File: config.mk
export PLATFORM = sky130hd
export DESIGN_NAME = deskew_sequencer_flat
export DESIGN_NICKNAME = d
export VERILOG_FILES = /design/src/rtl/dskw_pkg.sv /design/src/rtl/deskew_sequencer_if.sv /design/src/rtl/dskw_skid_buffer.sv /design/src/rtl/deskew_sequencer.sv /design/src/flat_wrapper.sv
export SDC_FILE = /design/constraint.sdc
export NUM_CORES = 1
export LEC_CHECK = 0
export CORE_MARGIN = 2
export CORE_UTILIZATION = 45
export DETAILED_ROUTE_END_ITERATION = 8
export PLACE_DENSITY = 0.75
export SETUP_SLACK_MARGIN = 0.4
export SLEW_MARGIN = 20
export SYNTH_ARGS = -nofsm -noshare
export SYNTH_HDL_FRONTEND = slang
export SYNTH_SLANG_ARGS = --single-unit
File: constraint.sdc
create_clock -name clk -period 2.17 [get_ports clk]
set_input_delay 0.434 -clock clk [delete_from_list [all_inputs] [get_ports clk]]
set_output_delay 0.434 -clock clk [all_outputs]
set_load 0.02 [all_outputs]
File: src/rtl/dskw_pkg.sv
// Shared types and constants for the deskew job sequencer.
package dskw_pkg;

  localparam int unsigned IMG_SIZE  = 784;
  localparam int unsigned OUT_BASE  = 784;
  localparam int unsigned IMG_LAST  = IMG_SIZE - 1;
  localparam int unsigned CNT_WIDTH = 10;

  typedef enum logic [2:0] {
    StIdle,
    StLoad,
    StStart,
    StWaitLow,
    StWaitHigh,
    StDrain
  } state_e;

endpackage

File: src/rtl/deskew_sequencer_if.sv
// Stream, BRAM port A and Deskew control signals of the deskew sequencer.
interface deskew_sequencer_if #(
  parameter int unsigned WIDTH      = 16,
  parameter int unsigned ADDR_WIDTH = 11
);

  logic                  s_valid;
  logic                  s_ready;
  logic [WIDTH-1:0]      s_data;

  logic                  m_valid;
  logic                  m_ready;
  logic [WIDTH-1:0]      m_data;
  logic                  m_last;

  logic                  dskw_start;
  logic                  dskw_ready;

  logic                  bram_en;
  logic                  bram_we;
  logic [ADDR_WIDTH-1:0] bram_addr;
  logic [WIDTH-1:0]      bram_wdata;
  logic [WIDTH-1:0]      bram_rdata;

  // master: the sequencer; slave: the surrounding system (host, BRAM, Deskew)
  modport master (
    input  s_valid, s_data, m_ready, dskw_ready, bram_rdata,
    output s_ready, m_valid, m_data, m_last, dskw_start,
           bram_en, bram_we, bram_addr, bram_wdata
  );

  modport slave (
    output s_valid, s_data, m_ready, dskw_ready, bram_rdata,
    input  s_ready, m_valid, m_data, m_last, dskw_start,
           bram_en, bram_we, bram_addr, bram_wdata
  );

endinterface

File: src/rtl/dskw_skid_buffer.sv
// Two-entry output FIFO that absorbs the BRAM read latency; reports free slots
// including a slot being vacated by a pop in the current cycle.
module dskw_skid_buffer #(
  parameter int unsigned WIDTH = 16
) (
  input  logic             clk,
  input  logic             reset,
  input  logic             push_i,
  input  logic [WIDTH-1:0] data_i,
  output logic             valid_o,
  input  logic             ready_i,
  output logic [WIDTH-1:0] data_o,
  output logic [1:0]       free_o
);

  logic [WIDTH-1:0] mem_q [2];
  logic [WIDTH-1:0] mem_d [2];
  logic             wr_ptr_q, wr_ptr_d;
  logic             rd_ptr_q, rd_ptr_d;
  logic [1:0]       count_q, count_d;
  logic             pop;

  assign valid_o = (count_q != 2'd0);
  assign data_o  = mem_q[rd_ptr_q];
  assign pop     = valid_o && ready_i;
  assign free_o  = 2'd2 - count_q + {1'b0, pop};

  always_comb begin
    mem_d    = mem_q;
    wr_ptr_d = wr_ptr_q;
    rd_ptr_d = rd_ptr_q;
    if (push_i) begin
      mem_d[wr_ptr_q] = data_i;
      wr_ptr_d        = ~wr_ptr_q;
    end
    if (pop) begin
      rd_ptr_d = ~rd_ptr_q;
    end
    count_d = count_q + {1'b0, push_i} - {1'b0, pop};
  end

  always_ff @(posedge clk or posedge reset) begin
    if (reset) begin
      mem_q[0] <= '0;
      mem_q[1] <= '0;
      wr_ptr_q <= 1'b0;
      rd_ptr_q <= 1'b0;
      count_q  <= 2'd0;
    end else begin
      mem_q    <= mem_d;
      wr_ptr_q <= wr_ptr_d;
      rd_ptr_q <= rd_ptr_d;
      count_q  <= count_d;
    end
  end

endmodule

File: src/rtl/deskew_sequencer.sv
// Runs one deskew job: load image into BRAM, kick Deskew, wait, drain the result.
// Optional wait-state watchdog with sticky timeout_err: define DSKW_TIMEOUT_EN.
module deskew_sequencer #(
  parameter int unsigned WIDTH      = 16,
  parameter int unsigned ADDR_WIDTH = 11,
  parameter int unsigned IMG_SIZE   = dskw_pkg::IMG_SIZE,
  parameter int unsigned OUT_BASE   = dskw_pkg::OUT_BASE
`ifdef DSKW_TIMEOUT_EN
  ,
  parameter int unsigned TIMEOUT_CYCLES = 200000
`endif
) (
  input  logic                clk,
  input  logic                reset,
  deskew_sequencer_if.master  bus,
  output logic                busy,
  output logic                img_done
`ifdef DSKW_TIMEOUT_EN
  ,
  output logic                timeout_err
`endif
);

  import dskw_pkg::*;

  localparam logic [CNT_WIDTH-1:0]  CntLast = CNT_WIDTH'(IMG_SIZE - 1);
  localparam logic [ADDR_WIDTH-1:0] OutBase = ADDR_WIDTH'(OUT_BASE);

  state_e               state_q, state_d;
  logic [CNT_WIDTH-1:0] wr_cnt_q, wr_cnt_d;
  logic [CNT_WIDTH-1:0] rd_cnt_q, rd_cnt_d;
  logic [CNT_WIDTH-1:0] out_cnt_q, out_cnt_d;
  logic                 rd_all_q, rd_all_d;
  logic                 inflight_q, inflight_d;

  logic                 buf_valid;
  logic [WIDTH-1:0]     buf_data;
  logic [1:0]           buf_free;
  logic                 pop;

  dskw_skid_buffer #(
    .WIDTH (WIDTH)
  ) u_skid (
    .clk     (clk),
    .reset   (reset),
    .push_i  (inflight_q),
    .data_i  (bus.bram_rdata),
    .valid_o (buf_valid),
    .ready_i (bus.m_ready),
    .data_o  (buf_data),
    .free_o  (buf_free)
  );

  assign bus.m_valid = buf_valid;
  assign bus.m_data  = buf_data;
  assign pop         = buf_valid && bus.m_ready;

`ifdef DSKW_TIMEOUT_EN
  localparam int unsigned WdWidth = $clog2(TIMEOUT_CYCLES + 1);
  localparam logic [WdWidth-1:0] WdLast = WdWidth'(TIMEOUT_CYCLES - 1);

  logic [WdWidth-1:0] wd_cnt_q, wd_cnt_d;
  logic               timeout_err_q, timeout_err_d;
  logic               waiting;
  logic               wd_expire;

  assign waiting     = (state_q == StWaitLow) || (state_q == StWaitHigh);
  assign wd_expire   = waiting && (wd_cnt_q == WdLast);
  assign timeout_err = timeout_err_q;

  always_comb begin
    wd_cnt_d      = '0;
    timeout_err_d = timeout_err_q || wd_expire;
    if (waiting && !wd_expire) begin
      wd_cnt_d = wd_cnt_q + 1'b1;
    end
  end

  always_ff @(posedge clk or posedge reset) begin
    if (reset) begin
      wd_cnt_q      <= '0;
      timeout_err_q <= 1'b0;
    end else begin
      wd_cnt_q      <= wd_cnt_d;
      timeout_err_q <= timeout_err_d;
    end
  end
`endif

  always_comb begin
    state_d        = state_q;
    wr_cnt_d       = wr_cnt_q;
    rd_cnt_d       = rd_cnt_q;
    out_cnt_d      = out_cnt_q;
    rd_all_d       = rd_all_q;
    inflight_d     = 1'b0;
    bus.s_ready    = 1'b0;
    bus.dskw_start = 1'b0;
    bus.bram_en    = 1'b0;
    bus.bram_we    = 1'b0;
    bus.bram_addr  = '0;
    bus.bram_wdata = '0;
    img_done       = 1'b0;
    busy           = (state_q != StIdle);
    bus.m_last     = buf_valid && (out_cnt_q == CntLast);

    case (state_q)
      StIdle: begin
        // The beat that wakes us is left on the bus and taken in LOAD.
        if (bus.s_valid) begin
          state_d = StLoad;
        end
      end
      StLoad: begin
        bus.s_ready = 1'b1;
        if (bus.s_valid) begin
          bus.bram_en    = 1'b1;
          bus.bram_we    = 1'b1;
          bus.bram_addr  = ADDR_WIDTH'(wr_cnt_q);
          bus.bram_wdata = bus.s_data;
          if (wr_cnt_q == CntLast) begin
            wr_cnt_d = '0;
            state_d  = StStart;
          end else begin
            wr_cnt_d = wr_cnt_q + 1'b1;
          end
        end
      end
      StStart: begin
        bus.dskw_start = 1'b1;
        state_d        = StWaitLow;
      end
      StWaitLow: begin
        // A ready still high from the previous job must be seen to fall first.
        if (!bus.dskw_ready) begin
          state_d = StWaitHigh;
        end
      end
      StWaitHigh: begin
        if (bus.dskw_ready) begin
          state_d = StDrain;
        end
      end
      StDrain: begin
        if (!rd_all_q && (buf_free > {1'b0, inflight_q})) begin
          inflight_d    = 1'b1;
          bus.bram_en   = 1'b1;
          bus.bram_addr = OutBase + ADDR_WIDTH'(rd_cnt_q);
          if (rd_cnt_q == CntLast) begin
            rd_all_d = 1'b1;
          end else begin
            rd_cnt_d = rd_cnt_q + 1'b1;
          end
        end
        if (pop) begin
          if (out_cnt_q == CntLast) begin
            img_done  = 1'b1;
            state_d   = StIdle;
            out_cnt_d = '0;
            rd_cnt_d  = '0;
            rd_all_d  = 1'b0;
          end else begin
            out_cnt_d = out_cnt_q + 1'b1;
          end
        end
      end
      default: begin
        state_d = StIdle;
      end
    endcase

`ifdef DSKW_TIMEOUT_EN
    if (wd_expire) begin
      state_d = StIdle;
    end
`endif
  end

  always_ff @(posedge clk or posedge reset) begin
    if (reset) begin
      state_q    <= StIdle;
      wr_cnt_q   <= '0;
      rd_cnt_q   <= '0;
      out_cnt_q  <= '0;
      rd_all_q   <= 1'b0;
      inflight_q <= 1'b0;
    end else begin
      state_q    <= state_d;
      wr_cnt_q   <= wr_cnt_d;
      rd_cnt_q   <= rd_cnt_d;
      out_cnt_q  <= out_cnt_d;
      rd_all_q   <= rd_all_d;
      inflight_q <= inflight_d;
    end
  end

endmodule

File: src/flat_wrapper.sv
// flat-port wrapper written by rule: the top's interface ports become plain ports
module deskew_sequencer_flat import dskw_pkg::*;
#(
  parameter int unsigned WIDTH      = 16,
  parameter int unsigned ADDR_WIDTH = 11,
  parameter int unsigned IMG_SIZE   = dskw_pkg::IMG_SIZE,
  parameter int unsigned OUT_BASE   = dskw_pkg::OUT_BASE

)
  (clk, reset, busy, img_done, bus_s_valid, bus_s_data, bus_m_ready, bus_dskw_ready, bus_bram_rdata, bus_s_ready, bus_m_valid, bus_m_data, bus_m_last, bus_dskw_start, bus_bram_en, bus_bram_we, bus_bram_addr, bus_bram_wdata);
  deskew_sequencer_if #(.WIDTH(WIDTH), .ADDR_WIDTH(ADDR_WIDTH)) bus_i ();
  input  logic clk;
  input  logic reset;
  output logic busy;
  output logic img_done;
  input wire logic [$bits(bus_i.s_valid)-1:0] bus_s_valid;
  input wire logic [$bits(bus_i.s_data)-1:0] bus_s_data;
  input wire logic [$bits(bus_i.m_ready)-1:0] bus_m_ready;
  input wire logic [$bits(bus_i.dskw_ready)-1:0] bus_dskw_ready;
  input wire logic [$bits(bus_i.bram_rdata)-1:0] bus_bram_rdata;
  output wire logic [$bits(bus_i.s_ready)-1:0] bus_s_ready;
  output wire logic [$bits(bus_i.m_valid)-1:0] bus_m_valid;
  output wire logic [$bits(bus_i.m_data)-1:0] bus_m_data;
  output wire logic [$bits(bus_i.m_last)-1:0] bus_m_last;
  output wire logic [$bits(bus_i.dskw_start)-1:0] bus_dskw_start;
  output wire logic [$bits(bus_i.bram_en)-1:0] bus_bram_en;
  output wire logic [$bits(bus_i.bram_we)-1:0] bus_bram_we;
  output wire logic [$bits(bus_i.bram_addr)-1:0] bus_bram_addr;
  output wire logic [$bits(bus_i.bram_wdata)-1:0] bus_bram_wdata;
  assign bus_i.s_valid = bus_s_valid;
  assign bus_i.s_data = bus_s_data;
  assign bus_i.m_ready = bus_m_ready;
  assign bus_i.dskw_ready = bus_dskw_ready;
  assign bus_i.bram_rdata = bus_bram_rdata;
  assign bus_s_ready = bus_i.s_ready;
  assign bus_m_valid = bus_i.m_valid;
  assign bus_m_data = bus_i.m_data;
  assign bus_m_last = bus_i.m_last;
  assign bus_dskw_start = bus_i.dskw_start;
  assign bus_bram_en = bus_i.bram_en;
  assign bus_bram_we = bus_i.bram_we;
  assign bus_bram_addr = bus_i.bram_addr;
  assign bus_bram_wdata = bus_i.bram_wdata;
  deskew_sequencer #(.WIDTH(WIDTH), .ADDR_WIDTH(ADDR_WIDTH), .IMG_SIZE(IMG_SIZE), .OUT_BASE(OUT_BASE)) u_core (.clk(clk), .reset(reset), .bus(bus_i), .busy(busy), .img_done(img_done));
endmodule
=== Word-level counts from Yosys, hierarchy flattened ===
Cells that the tools add are included.

* Register bits: 71
* Bits in latches: 0
* Bits in writable memories: 0
* Memory bits (read-only): 0
* Input bits: 37
* Memories kept: 0

* Add/subtract/negate cells: 8
* Multipliers: 0
* Div/mod/pow operators: 0
* Order comparisons: 4
* Equal/unequal tests: 15
* Shifts and indexed selects: 0
* Mux-type cells: 39
* Bitwise logic cells: 4
* Reduce and logical (&&, ||, !) cells: 11

{| class="wikitable"
|+ Operators with widths
! kind !! count
|-
| 16-bit 2-to-1 mux || 6
|-
| 10-bit 2-to-1 mux || 7
|-
| 32-bit bitwise mux || 1
|-
| 10-bit by 1-bit adder with 10-bit output (second input constant) || 3
|-
| 10-bit equality test (second input constant) || 3
|-
| 11-bit one-hot mux with 2 select lines || 1
|-
| 3-bit 2-to-1 mux || 7
|-
| 3-bit one-hot mux with 6 select lines || 1
|-
| 16-bit demux with 1-bit select || 1
|-
| 1-bit 2-to-1 mux || 13
|-
| 10-bit by 10-bit adder with 11-bit output (first input constant) || 1
|-
| 11-bit 2-to-1 mux || 1
|-
| 2-bit != test (second input constant) || 5
|-
| 7-bit AND reduction || 1
|-
| 3-bit by 2-bit equality test with 1-bit output (second input constant) || 2
|-
| 3-bit equality test (second input constant) || 2
|-
| 2-bit by 1-bit adder with 2-bit output || 2
|-
| 2-bit >= comparator (second input constant) || 2
|-
| 1-bit logical AND || 4
|-
| 2-bit by 1-bit != test with 1-bit output (second input constant) || 2
|-
| 1-bit inverter with 2-bit output || 2
|-
| 2-bit AND reduction || 2
|-
| 3-bit by 1-bit equality test with 1-bit output (second input constant) || 1
|-
| 3-bit logical NOT || 1
|-
| other kinds (9) || 10
|}

=== Logic depth before layout (Yosys ltp) ===
* Depth in word-level cells: 8
* Mapped depth: 9
* Mapped depth without buffers: 8

=== Cells and area by module ===
A second synthesis with hierarchy kept.

* Cells, all modules: 358
* Area, all modules: 3,826.2 um^2

{| class="wikitable"
|+ Modules (own cells, without submodules)
! module !! instances !! cells an instance !! area an instance (um^2) !! seq. area each (um^2)
|-
| deskew_sequencer || 1 || 253 || 2,178.3 || 875.8
|-
| dskw_skid_buffer || 1 || 105 || 1,647.8 || 900.9
|}

=== Worst setup path after synthesis ===
OpenSTA, ideal clock, no wires.

* Kind: flip-flop to output port
* From: register u_core.u_skid.count_q[1]
* To: output bus_bram_addr[6]
* Arrival time: 2.252 ns
* Data required time: 1.736 ns
* Setup slack: -0.516 ns
* Stages on the path, launching flop included: 9
* Buffers on the path: 2
* Path through: dfrtp_1 o21ai_4 ha_1 ha_1 nor2_1 o21ai_2 buf_6 buf_2 o21ai_0

* Cells in the longest elaborated chain, start to end: 7
* Elaborated cells on any way between the ends: 8

{| class="wikitable"
|+ Ends and longest elaborated chain
! what !! line !! source
|-
| start: declaration || dskw_skid_buffer.sv:20 || <nowiki>logic [1:0] count_q, count_d;</nowiki>
|-
| start signal: assignment || dskw_skid_buffer.sv:53 || <nowiki>count_q <= count_d;</nowiki>
|-
| parallel branches: the longest is 2 deep, another holds 2-bit subtractor || n/a ||
|-
| 2-bit by 1-bit adder with 2-bit output * || dskw_skid_buffer.sv:26 || <nowiki>assign free_o = 2'd2 - count_q + {1'b0, pop};</nowiki>
|-
| 2-bit by 1-bit > comparator with 1-bit output * || deskew_sequencer.sv:145 || <nowiki>if (!rd_all_q && (buf_free > {1'b0, inflight_q})) begin</nowiki>
|-
| 1-bit logical AND * || deskew_sequencer.sv:145 ||
|-
| 11-bit 2-to-1 mux * || deskew_sequencer.sv:145 ||
|-
| 11-bit one-hot mux with 2 select lines * || deskew_sequencer.sv:107 || <nowiki>case (state_q)</nowiki>
|-
| end: declaration || flat_wrapper.sv:28 || <nowiki>output wire logic [$bits(bus_i.bram_addr)-1:0] bus_bram_addr;</nowiki>
|}

Every way passes the cells marked *.

=== Final worst setup path ===
* From: register u_core.u_skid.count_q[0]
* To: output bus_bram_addr[1]

Same word-level chain as after synthesis.

==> metrics.txt <==
# TYPE chip_impl_metric gauge
chip_impl_metric{name="initialDrtViolationCount",unit=""} 241
chip_impl_metric{name="detail-route-antenna-nets",unit=""} 0
chip_impl_metric{name="routedWlPerCell",unit="um"} 17.3
chip_impl_info{name="crit_start",value="u_core.u_skid.count_q[0]"} 1
chip_impl_metric{name="synthCells",unit=""} 353
chip_impl_info{name="tritoncts_clock_tree",value="yes"} 1
chip_impl_metric{name="post-place-cells",unit=""} 574
chip_impl_metric{name="synth_largest_type_area_fraction",unit=""} 0.468
chip_impl_metric{name="synth.yosys.seq_area_share",unit=""} 0.468
chip_impl_info{name="path_class",value="reg2out"} 1
chip_impl_metric{name="number_of_global_route_vias_before_repair",unit=""} 3372
chip_impl_info{name="critical_path.endpoint_type",value="output pin"} 1
chip_impl_metric{name="report.final.slew_viol_count",unit=""} 0
chip_impl_metric{name="slew_headroom",unit=""} 0.669
chip_impl_metric{name="irDropWorstVdd",unit="uV"} 922
chip_impl_info{name="clockRootBuffer",value="sky130_fd_sc_hd__clkbuf_8"} 1
chip_impl_metric{name="ctsLongestPathBuffers",unit=""} 2
chip_impl_metric{name="detail_route.vias_per_cell",unit=""} 5.49
chip_impl_metric{name="leakage",unit="nW"} 2.85
chip_impl_metric{name="synthArstFlopShare",unit=""} 1.00
chip_impl_metric{name="dp_hpwl",unit="um"} 6660
chip_impl_info{name="timing.critical_path.slowest_stage_cell",value="sky130_fd_sc_hd__dfrtp_2"} 1
chip_impl_info{name="synth_top_cell_by_area",value="sky130_fd_sc_hd__dfrtp_1"} 1
chip_impl_metric{name="critical_path_cell_count",unit=""} 8
chip_impl_metric{name="post_synth.cell_area_avg",unit="um^2"} 10.8
chip_impl_metric{name="worst_slew_pin_slew",unit="ns"} 0.490
chip_impl_metric{name="synth.lib_cells_used.distinct",unit=""} 51
chip_impl_metric{name="critPathMaxFanout",unit=""} 6
chip_impl_metric{name="detail_route.first_pass.iterations",unit=""} 5
chip_impl_info{name="hold_class",value="reg2reg"} 1
chip_impl_metric{name="synth-warning-count",unit=""} 0
chip_impl_metric{name="worst_skew_pair.late_latency",unit="ns"} 0.35
chip_impl_metric{name="vias",unit=""} 3480
chip_impl_info{name="status",value="finished with violations"} 1
chip_impl_metric{name="htree_levels",unit=""} 3
chip_impl_metric{name="final_critical_path_setup_slack",unit="ns"} -0.461
chip_impl_info{name="setup.worst_path.end",value="bus_bram_addr[1]"} 1
chip_impl_metric{name="rows",unit=""} 33
chip_impl_metric{name="timing.clock.skew",unit="ns"} 0.0146
chip_impl_metric{name="initial_utilization",unit=""} 0.462
chip_impl_metric{name="clk_pin_slew_worst_paths",unit="ns"} 0.08
chip_impl_metric{name="diodes",unit=""} 0
chip_impl_metric{name="pin_count_of_the_biggest_net_entering_global_routing",unit=""} 72
chip_impl_metric{name="fp.dieH",unit="um"} 95.9
chip_impl_info{name="synth.top_cells.by_area",value="sky130_fd_sc_hd__dfrtp_1, sky130_fd_sc_hd__mux2_2, sky130_fd_sc_hd__xnor2_1"} 1
chip_impl_metric{name="numCtsBuffers",unit=""} 9
chip_impl_info{name="critical_path.cell_chain",value="o21ai_4 > ha_4 > ha_4 > nor2_4 > o21ai_4 > inv_2 > a22o_1 > buf_6"} 1
chip_impl_metric{name="critical_path_arrival",unit="ns"} 2.20
chip_impl_metric{name="placement.setup.worst_slack",unit="ns"} -1.07
chip_impl_metric{name="floorplan.die_area",unit="um^2"} 9190
chip_impl_info{name="worst_setup_path_start_kind",value="flip-flop"} 1
chip_impl_metric{name="r2r_setup_slack",unit="ns"} -0.23
chip_impl_metric{name="power.density_cell_area",unit="nW/um^2"} 1250
chip_impl_metric{name="finalWorstPathRequiredPeriod",unit="ns"} 2.63
chip_impl_metric{name="post_synth_instance_area",unit="um^2"} 3800
chip_impl_metric{name="layout-drive-gt1-share",unit=""} 0.524
chip_impl_metric{name="grt.total_usage",unit=""} 0.224
chip_impl_metric{name="cts.sinks",unit=""} 71
chip_impl_info{name="timing.rr.end",value="u_core.rd_cnt_q[3]"} 1
chip_impl_metric{name="synth.net_count",unit=""} 399
chip_impl_metric{name="dieWidth",unit="um"} 95.9
chip_impl_metric{name="number_of_top_level_pins",unit=""} 88
chip_impl_metric{name="total_power",unit="mW"} 7.90
chip_impl_info{name="worst_r2r_startpoint",value="u_core.u_skid.count_q[0]"} 1
chip_impl_metric{name="synth-edff-count",unit=""} 0
chip_impl_metric{name="final_weighted_congestion_in_routability_driven_placement",unit=""} 0.795
chip_impl_metric{name="max_clock_freq",unit="MHz"} 380
chip_impl_metric{name="detail_route.drc_violations",unit=""} 0
chip_impl_metric{name="net_count_of_the_finished_layout",unit=""} 570
chip_impl_info{name="critPathTopFamily",value="compound AO/OA/AOI/OAI gates"} 1
chip_impl_metric{name="reg2regPathDepth",unit=""} 10
chip_impl_info{name="yosys-top-cells-count",value="sky130_fd_sc_hd__dfrtp_1, sky130_fd_sc_hd__mux2_2, sky130_fd_sc_hd__nand2_1"} 1
chip_impl_metric{name="layout.core_utilization",unit=""} 0.767
chip_impl_metric{name="flow.area_growth_from_synthesis",unit="%"} 65.9
chip_impl_metric{name="drv.max_cap_violation_count",unit=""} 0
chip_impl_metric{name="timing.final.crit_share",unit=""} 1.21
chip_impl_info{name="violations",value="negative setup slack"} 1
chip_impl_metric{name="timing_hold_violations_final",unit=""} 0
chip_impl_metric{name="antenna_found_initial",unit=""} 0
chip_impl_metric{name="finalNonFillerCells",unit=""} 634
chip_impl_metric{name="placeableCoreArea",unit="um^2"} 8220
chip_impl_metric{name="postSynthRegisterBits",unit=""} 71
chip_impl_metric{name="place.port_buffers",unit=""} 87
chip_impl_metric{name="grt_first_pass_wirelength",unit="um"} 15900
chip_impl_metric{name="total_buffers_and_inverters_traversed_by_the_critical_path",unit=""} 2
chip_impl_metric{name="global_route.overflow_total",unit=""} 0
chip_impl_metric{name="whs",unit="ns"} 0.510
chip_impl_metric{name="finalSetupViolations",unit=""} 28
chip_impl_info{name="post-synth-top-count-cell",value="sky130_fd_sc_hd__dfrtp_1"} 1
chip_impl_metric{name="detail_route.wirelength",unit="um"} 11000
chip_impl_info{name="synthFlopType",value="sky130_fd_sc_hd__dfrtp_1"} 1
chip_impl_info{name="grt_setup_unrepaired",value="yes"} 1
chip_impl_metric{name="slowest_delay",unit="ns"} 0.43
chip_impl_metric{name="critical_path_required",unit="ns"} 1.74
layout make-up:
type	instances	area (um^2)
Multi-Input combinational cell	257	2340
Sequential cell	71	1780
Clock inverter	7	71.3
Fill cell	494	1910
Tap cell	105	131
Inverter	11	47.5
Clock buffer	9	124
Timing Repair Buffer	174	1800
per-stage QoR:
step / area [um^2] / setup TNS (ns)
floorplan: 3990 / -1.93
global placement: 5230 / -21.83
detailed placement: 5230 / -23.12
CTS: 6000 / -5.39
global route: 6300 / -8.77
finish: 6300 / -6.50
report_power, final:
part	switching, mW	internal (mW)
combinational	1.95	2.68
sequential	0.392	1.81
clock	0.533	0.533
total	2.88	5.02
worst min-delay path by stage:
stage / startpoint / to / slack [ns] / depth (start not counted)
floorplan: u_core.u_skid.wr_ptr_q / u_core.u_skid.wr_ptr_q / 0.45 / 1
global placement: u_core.u_skid.wr_ptr_q / u_core.u_skid.wr_ptr_q / 0.47 / 1
detailed placement: u_core.u_skid.mem_q[10] / u_core.u_skid.mem_q[10] / 0.49 / 1
CTS: u_core.u_skid.wr_ptr_q / u_core.u_skid.wr_ptr_q / 0.51 / 1
global route: u_core.u_skid.mem_q[29] / u_core.u_skid.mem_q[29] / 0.52 / 1
finish: u_core.u_skid.mem_q[20] / u_core.u_skid.mem_q[20] / 0.51 / 1
routing by layer:
layer | vias up | routed length [um] | track usage
met4 | 0 | 194 | 0.0929
met2 | 102 | 5760 | 0.375
met1 | 1744 | 4500 | 0.293
met5 | - | 0 | 0
met3 | 19 | 505 | 0.0298
li1 | 1615 | - | -
cell usage in the layout (no fill, tap or decap), types with 13 or more instances in the layout:
cell                              instances
sky130_fd_sc_hd__clkdlybuf4s50_1         35
sky130_fd_sc_hd__dfrtp_1                 68
sky130_fd_sc_hd__xnor2_1                 14
sky130_fd_sc_hd__buf_6                   83
sky130_fd_sc_hd__nand2_1                 23
sky130_fd_sc_hd__a21oi_1                 13
sky130_fd_sc_hd__mux2_2                  33
sky130_fd_sc_hd__and2_4                  16
sky130_fd_sc_hd__mux2_4                  16
sky130_fd_sc_hd__buf_4                   44
worst reg2reg max path: cells and delay by family (launching register included):
family | cells | cell delay, ns
AO/OA/AOI/OAI | 3 | 0.41
adder cells (fa/ha/maj) | 2 | 0.48
buffers and inverters | 3 | 0.41
flip-flops | 1 | 0.43
AND/OR/NAND/NOR | 2 | 0.61
cells by family after synthesis:
family / Yosys count / share of synthesized area
XOR/XNOR: 21 / 0.0484
buffers and inverters: 25 / 0.0283
AO/OA/AOI/OAI: 55 / 0.0959
AND/OR/NAND/NOR: 122 / 0.182
flip-flops: 71 / 0.468
multiplexers: 50 / 0.148
adder cells (fa/ha/maj): 9 / 0.0296
repair_timing:
action / CTS / global route
endpoints found under the setup margin: 66 / 78
hold buffers: 0 / 0
gates resized for setup: 358 / 53
setup buffers: 30 / 12
pin swaps: 34 / 19
cloned: 2 / 0
flip-flops by register name, indices dropped and copies added, names as in the netlist:
register / cells
u_core.rd_cnt_q: 10
u_core.u_skid.rd_ptr_q: 1
u_core.u_skid.mem_q: 32
u_core.u_skid.wr_ptr_q: 1
u_core.wr_cnt_q: 10
u_core.out_cnt_q: 10
u_core.state_q: 3
u_core.rd_all_q: 1
u_core.inflight_q: 1
u_core.u_skid.count_q: 2
No activity file was read; power rests on OpenSTA's default activity.
